===== src/rtl/multi_debouncer.sv =====
// multi_debouncer: N-channel button/switch debouncer.
// Each channel has a flop synchroniser, a consecutive-mismatch counter compared
// against the shared runtime threshold cnt_limit, a debounced state, and
// one-cycle press/release pulses.
// Optional long-press detection is compiled in when DEBOUNCE_LONG_PRESS_EN is
// defined. Otherwise long_press is tied low and HOLD_CYCLES has no effect.
// All logic is on posedge clk with a synchronous, active-high rst.
module multi_debouncer #(
    parameter int N_CH        = 4,
    parameter int CNT_W       = 6,
    parameter int SYNC_STAGES = 2,
    parameter int HOLD_CYCLES = 1000
) (
    input  logic             clk,
    input  logic             rst,
    input  logic [N_CH-1:0]  buttons_in,
    input  logic [CNT_W-1:0] cnt_limit,
    output logic [N_CH-1:0]  button_state,
    output logic [N_CH-1:0]  press_pulse,
    output logic [N_CH-1:0]  release_pulse,
    output logic [N_CH-1:0]  long_press
);

    // Synchroniser: stage 0 samples the raw pins; the last stage feeds the debouncer.
    logic [N_CH-1:0]  sync_q [SYNC_STAGES];
    logic [N_CH-1:0]  sync_d [SYNC_STAGES];
    logic [N_CH-1:0]  sync_last;

    // Debounce state per channel.
    logic [CNT_W-1:0] cnt_q [N_CH];
    logic [CNT_W-1:0] cnt_d [N_CH];
    logic [N_CH-1:0]  state_q, state_d;
    logic [N_CH-1:0]  press_q, press_d;
    logic [N_CH-1:0]  release_q, release_d;

    assign sync_last = sync_q[SYNC_STAGES-1];

    // Shift each channel's raw input one stage deeper into the synchroniser.
    always_comb begin
        sync_d[0] = buttons_in;
        for (int s = 1; s < SYNC_STAGES; s++) begin
            sync_d[s] = sync_q[s-1];
        end
    end

    // Count consecutive mismatches. Once the count reaches the threshold, flip the state and pulse.
    always_comb begin
        // NOTE: every output of this block gets a default before any branch,
        // so no path leaves a value unassigned and no latch is inferred.
        state_d   = state_q;
        press_d   = '0;
        release_d = '0;
        for (int i = 0; i < N_CH; i++) begin
            cnt_d[i] = '0;
            if (sync_last[i] != state_q[i]) begin
                // >= rather than ==, so a counter left above a newly lowered limit
                // still toggles on its next mismatching cycle.
                if (cnt_q[i] >= cnt_limit) begin
                    state_d[i]   = ~state_q[i];
                    press_d[i]   = ~state_q[i];
                    release_d[i] = state_q[i];
                end else begin
                    cnt_d[i] = cnt_q[i] + CNT_W'(1);
                end
            end
        end
    end

    // Register the synchroniser, the counters, the debounced state and the pulses.
    always_ff @(posedge clk) begin
        // NOTE: the counter and synchroniser arrays sit in ordinary flops, not RAM,
        // so they are cleared element by element along with the rest of the state.
        if (rst) begin
            for (int s = 0; s < SYNC_STAGES; s++) sync_q[s] <= '0;
            for (int i = 0; i < N_CH; i++)        cnt_q[i]  <= '0;
            state_q   <= '0;
            press_q   <= '0;
            release_q <= '0;
        end else begin
            // NOTE: non-blocking assignments here, so every flop samples the
            // pre-edge value of its neighbours, as real flip-flops do.
            for (int s = 0; s < SYNC_STAGES; s++) sync_q[s] <= sync_d[s];
            for (int i = 0; i < N_CH; i++)        cnt_q[i]  <= cnt_d[i];
            state_q   <= state_d;
            press_q   <= press_d;
            release_q <= release_d;
        end
    end

    assign button_state  = state_q;
    assign press_pulse   = press_q;
    assign release_pulse = release_q;

`ifdef DEBOUNCE_LONG_PRESS_EN
    // Hold counter wide enough to reach HOLD_CYCLES. It saturates there, so one press fires at most once.
    localparam int HOLD_W = (HOLD_CYCLES < 1) ? 1 : $clog2(HOLD_CYCLES + 1);
    localparam logic [HOLD_W-1:0] HOLD_MAX  = HOLD_W'(HOLD_CYCLES);
    localparam logic [HOLD_W-1:0] HOLD_FIRE = HOLD_W'(HOLD_CYCLES - 1);

    logic [HOLD_W-1:0] hold_q [N_CH];
    logic [HOLD_W-1:0] hold_d [N_CH];
    logic [N_CH-1:0]   long_q, long_d;

    // Count cycles spent in the pressed state. Fire when the count reaches HOLD_CYCLES.
    always_comb begin
        long_d = '0;
        for (int i = 0; i < N_CH; i++) begin
            hold_d[i] = '0;
            if (state_q[i]) begin
                hold_d[i] = (hold_q[i] == HOLD_MAX) ? HOLD_MAX : hold_q[i] + HOLD_W'(1);
                long_d[i] = (hold_q[i] == HOLD_FIRE);
            end
        end
    end

    // Register the hold counters and the long-press pulse.
    always_ff @(posedge clk) begin
        if (rst) begin
            for (int i = 0; i < N_CH; i++) hold_q[i] <= '0;
            long_q <= '0;
        end else begin
            for (int i = 0; i < N_CH; i++) hold_q[i] <= hold_d[i];
            long_q <= long_d;
        end
    end

    assign long_press = long_q;
`else
    assign long_press = {N_CH{1'b0}};
`endif

endmodule

===== config.mk =====
export PLATFORM = sky130hd
export DESIGN_NAME = multi_debouncer
export DESIGN_NICKNAME = d
export VERILOG_FILES = /design/src/rtl/multi_debouncer.sv
export SDC_FILE = /design/constraint.sdc
export NUM_CORES = 1
export LEC_CHECK = 0
export BUFFER_PORTS_ARGS = -buffer_cell sky130_fd_sc_hd__buf_2
export CAP_MARGIN = 20
export CORE_MARGIN = 5
export CORE_UTILIZATION = 40
export CTS_BUF_LIST = sky130_fd_sc_hd__clkbuf_8
export CTS_CLUSTER_SIZE = 12
export DETAILED_ROUTE_END_ITERATION = 10
export REMOVE_ABC_BUFFERS = 1
export SYNTH_ARGS = -nofsm -noshare
export SYNTH_HDL_FRONTEND = slang
export SYNTH_SLANG_ARGS = --single-unit

===== constraint.sdc =====
create_clock -name clk -period 4.2 [get_ports clk]
set_clock_uncertainty 0.1 [all_clocks]
set_input_delay 0.21 -clock clk [delete_from_list [all_inputs] [get_ports clk]]
set_output_delay 0.21 -clock clk [all_outputs]
set_load 0.03 [all_outputs]

Word-level counts from Yosys, hierarchy flattened
Memory sizes are Yosys's and may differ from the RTL's.
Index checks and enable logic that the tools add are counted.
{"block": "totals", "output_inout_bits": 16, "memories": 2, "ram_bits": 32, "register_bits": 12}
{"block": "op_classes", "n_reduce_logical": 8, "bitwise": 18, "magnitude_cmp": 4, "addsub": 4, "muxes": 17, "eq_ne": 4}
{"memory": "cnt_q", "words": 4, "width": 6, "read_ports": 4, "rd_clocked_by_memory_dff": 0, "wr": 4, "line": "30", "text": "logic [CNT_W-1:0] cnt_q [N_CH];"}
{"memory": "sync_q", "words": 2, "width": 4, "read_ports": 2, "rd_clocked_by_memory_dff": 0, "wr": 2, "line": "25", "text": "logic [N_CH-1:0] sync_q [SYNC_STAGES];"}
{"op": "$mux 6", "n": 12}
{"op": "$add 6x1->6 const B", "n": 4}
{"op": "$ge 6x6->1", "n": 4}
{"op": "$not 1->1", "n": 12}
{"op": "$reduce_or 3->1", "n": 4}
{"op": "$mux 4", "n": 2}
{"op": "$reduce_and 2->1", "n": 4}
{"op": "$or 1x1->1", "n": 6}
{"op": "$ne 1x1->1", "n": 4}
{"op": "$mux 1", "n": 3}

Longest topological paths before layout
An unclocked memory read counts as a cell.
{"block": "depth", "word_depth": 5, "ltp_mapped": 6, "mapped_depth_nobuf": 6}

Worst setup path after synthesis
No wires, ideal clock.
{"block": "synth_timing", "path_kind": "flip-flop to flip-flop", "from": "memory cnt_q[1][0]", "to": "register release_q[1], in the netlist release_pulse[1]", "t_required_ns": 3.983, "arrival_time_ns": 1.340, "stages_incl_launch_ff": 7, "setup_time_ns": 0.117, "slack_ns": 2.643, "path_cell_list": "dfxtp_1 -> inv_1 -> ha_1 -> nand2b_1 -> a21oi_1 -> o21a_1 -> and3b_2"}
{"item": "from (decl)", "line": "30"}
{"item": "to (signal assigned)", "line": "86", "text": "release_q <= release_d;"}
{"item": "to (decl)", "line": "34", "text": "logic [N_CH-1:0] release_q, release_d;"}

==> summary.md <==
| Metric | Value |
|---|---|
| Internal power | `0.649 mW` |
| H-tree Lvls | `2` |
| Post-Syn Instances | `216` |
| DRC Markers | `0` |
| TritonCTS clock tree | `done` |
| Final Instance Area | `2410 um2` |
| Layout area overhead | `14.4%` |
| Die Ht | `82.5 um` |
| FMAX | `587 MHz` |
| CP endpoint kind | `flip-flop` |
| Largest net degree at the start of global routing | `25` |
| Core area | `5110 um2` |
| Initial Utilization | `41.2%` |
| WL final | `3.42 mm` |
| Worst-path clk slew | `80 ps` |
| WL per Instance | `10.9 um` |
| YS warnings | `0` |
| # nets final | `283` |
| Chip width | `82.5 um` |
| CP max FO | `5` |
| Sum of negative setup slack | `0 ps` |
| Crit Reg-Reg Startpoint | `cnt_q[1][0]` |
| P_sw | `0.167 mW` |
| Pre-CTS WS | `2510 ps` |
| Final Non-Filler Cells | `314` |
| Share of layout cells above drive strength 1 | `14.3%` |
| Clock root cell | `clkbuf_8` |
| FF+latch area | `881 um2` |
| Boundary pin count | `28` |
| Final setup violation count | `0` |
| Cts hold-fix bufs | `0` |
| Reg-to-reg endpoint | `release_pulse[1]` |
| Clk sink count | `44` |
| Crit path DAT | `1800 ps` |
| Peak VDD IR | `147 uV` |
| CP Launch Type | `flip-flop` |
| Worst Path Required | `4290 ps` |
| Worst hold start | `buttons_in[2]` |
| Setup crit end | `release_pulse[1]` |
| Status | `finished clean` |
| Power Density | `339 nW/um2` |
| Diode count | `0` |
| Vias in the first global route | `1483` |
| DRT iter0 DRCs | `47` |
| Final Hold Vio Count | `0` |
| Final period utilization | `40.5%` |
| Antenna violations before repair | `0` |
| Finished Core Util | `47.1%` |
| WS Path Type | `flip-flop to flip-flop` |
| Setup WS post-layout | `2500 ps` |
| Filler cells | `505` |
| Worst r2r path cells | `6` |
| Inst Count DP | `306` |
| Num CTS Buffers | `5` |
| Post-DR vias/cell | `4.62` |
| HPWL Detailed | `2.61 mm` |
| # resized after CTS | `0` |
| Net Sw Frac | `20.4%` |
| Total vias in the final route | `1451` |
| Minimum clock period | `1700 ps` |
| Setup bufs post-CTS | `0` |
| Total grt overflow | `0` |
| Mapped cell area | `2100 um2` |
| First-pass GRT wire length | `6.20 mm` |
| Synth cell types | `24` |
| Leakage | `1.09 nW` |
| Max-Cap Viols | `0` |
| Flops & latches, synth | `44` |
| Number of routed nets with antenna violations | `0` |
| Die area | `6810 um2` |
| Final Max Slew Viols | `0` |
| Max Root-Sink Buffers | `2` |
| Syn avg cell area | `9.74 um2` |
| Clock latency on the worst-skew pair | `290 ps` |
| GRT Resource Usage Total | `12.0%` |
| R2R setup slack | `2500 ps` |
| Placement Rows | `26` |
| I/O Buffers | `23` |
| Pre-antenna DRT Iters | `4` |
| Area after DPL | `2280 um2` |
| Flop pwr share | `52.1%` |
| Clock share of power | `42.4%` |
| RSZ-0062 raised after global routing | `false` |
| Critical path origin | `cnt_q[1][0]` |
| Worst min-delay path class | `input pin to flip-flop` |
| Power share of the combinational group | `5.6%` |
| Area taken by multi-input logic gates | `1160 um2` |
| RD Place Congestion | `0.691` |
| Seq/Total Area, Yosys | `41.9%` |
[worst max-delay path: stages (launching register included)]
cell and delay (ps):
dfxtp_1 410, inv_1 70, ha_1 260, nand2b_1 140, a21oi_1 200, o21a_1 220, and3b_2 210
[area by class of cell]
| class | count | area share [%] |
|---|---|---|
| clock buffers | 7 | 4.00 |
| clock inverters | 1 | 1.25 |
| flip-flops and latches | 44 | 36.6 |
| repair buffers | 23 | 4.78 |
| inverters | 9 | 1.40 |
| multi-input cells | 160 | 48.3 |
| well taps | 70 | 3.64 |
[routing by layer]
| metal | routed length, um | part of all wire, % | track usage [%] | vias up |
|---|---|---|---|---|
| met5 | 0 | 0 | 0 | - |
| li1 | - | - | - | 789 |
| met3 | 153 | 4.5 | 3.58 | 7 |
| met1 | 1740 | 51 | 14.5 | 630 |
| met4 | 74 | 2.2 | 5.88 | 0 |
| met2 | 1440 | 42 | 19.2 | 25 |
[flip-flops by register name, summed over array words and instances (netlist names)]
register       flops
cnt_q             24
sync_q             8
button_state       4
press_pulse        4
release_pulse      4
[placed cells by master (no fill, tap or decap), types with 9 or more instances in the layout]
cell,Yosys,routed
inv_1,9,9
xnor2_1,9,9
nor2_1,25,25
dfxtp_1,44,44
a21oi_1,12,12
xor2_1,11,11
ha_1,28,28
buf_2,0,23
nand3_1,11,11
[power by group through the flow]
| stage | clock network (mW) | registers (mW) | logic, mW |
|---|---|---|---|
| 6_report | 0.346 | 0.425 | 0.0454 |
| 5_1_grt | 0.376 | 0.425 | 0.0536 |
| 4_1_cts | 0.362 | 0.425 | 0.0461 |
| 3_5_place_dp | 0 | 0.435 | 0.0461 |
| 3_3_place_gp | 0 | 0.435 | 0.0444 |
| 2_1_floorplan | 0 | 0.434 | 0.0306 |
[cell families (layout without fill, tap and decap cells)]
logic type                 Yosys count  after routing  share of synthesized area (%)
other                                1              4                          0.178
buffers and inverters               15             40                           3.39
xor gates and xnor gates            20             20                           8.33
and+or+nand+nor                     80             80                           20.5
AOI/OAI and AO/OA                   24             24                           7.14
adders and majority gates           28             28                           16.7
muxes                                4              4                           1.90
DFF                                 44             44                           41.9
[synth_stat cells]
cell type / instances / area [um2]
dfxtp_1: 44 / 881
ha_1: 28 / 350
nor2_1: 25 / 93.8
a21oi_1: 12 / 60.1
nand3_1: 11 / 55.1
xor2_1: 11 / 96.3
inv_1: 9 / 33.8
xnor2_1: 9 / 78.8
nand2b_1: 8 / 50.1
nor2b_1: 8 / 50.1
o21a_1: 8 / 60.1
and3_1: 5 / 31.3
nand2_1: 5 / 18.8
buf_4: 4 / 30.0
mux2i_1: 4 / 40.0
nand4_1: 4 / 25.0
nor4_1: 4 / 25.0
o211ai_1: 4 / 30.0
or2b_1: 4 / 30.0
and3_2: 2 / 15.0
and3b_1: 2 / 17.5
and3b_2: 2 / 20.0
clkbuf_1: 2 / 7.51
conb_1: 1 / 3.75
[per-stage QoR]
stage / hold slack (ps) / power, mW
floorplan: 182 / 0.465
detailed placement: 325 / 0.481
finish: 22.2 / 0.816
CTS: 6.79 / 0.833
global placement: 314 / 0.479
global route: 18.2 / 0.855
[how the worst min path moves through the flow]
stage | end | slack [ps] | depth (start not counted)
after CTS | sync_q[0][2] | 7 | 2
final | sync_q[0][2] | 20 | 2
after floorplan | sync_q[0][0] | 180 | 1
after global routing | sync_q[0][2] | 20 | 2
after global placement | sync_q[0][7] | 310 | 1
after detailed placement | sync_q[0][2] | 320 | 2
(Power assumes the default switching activity.)
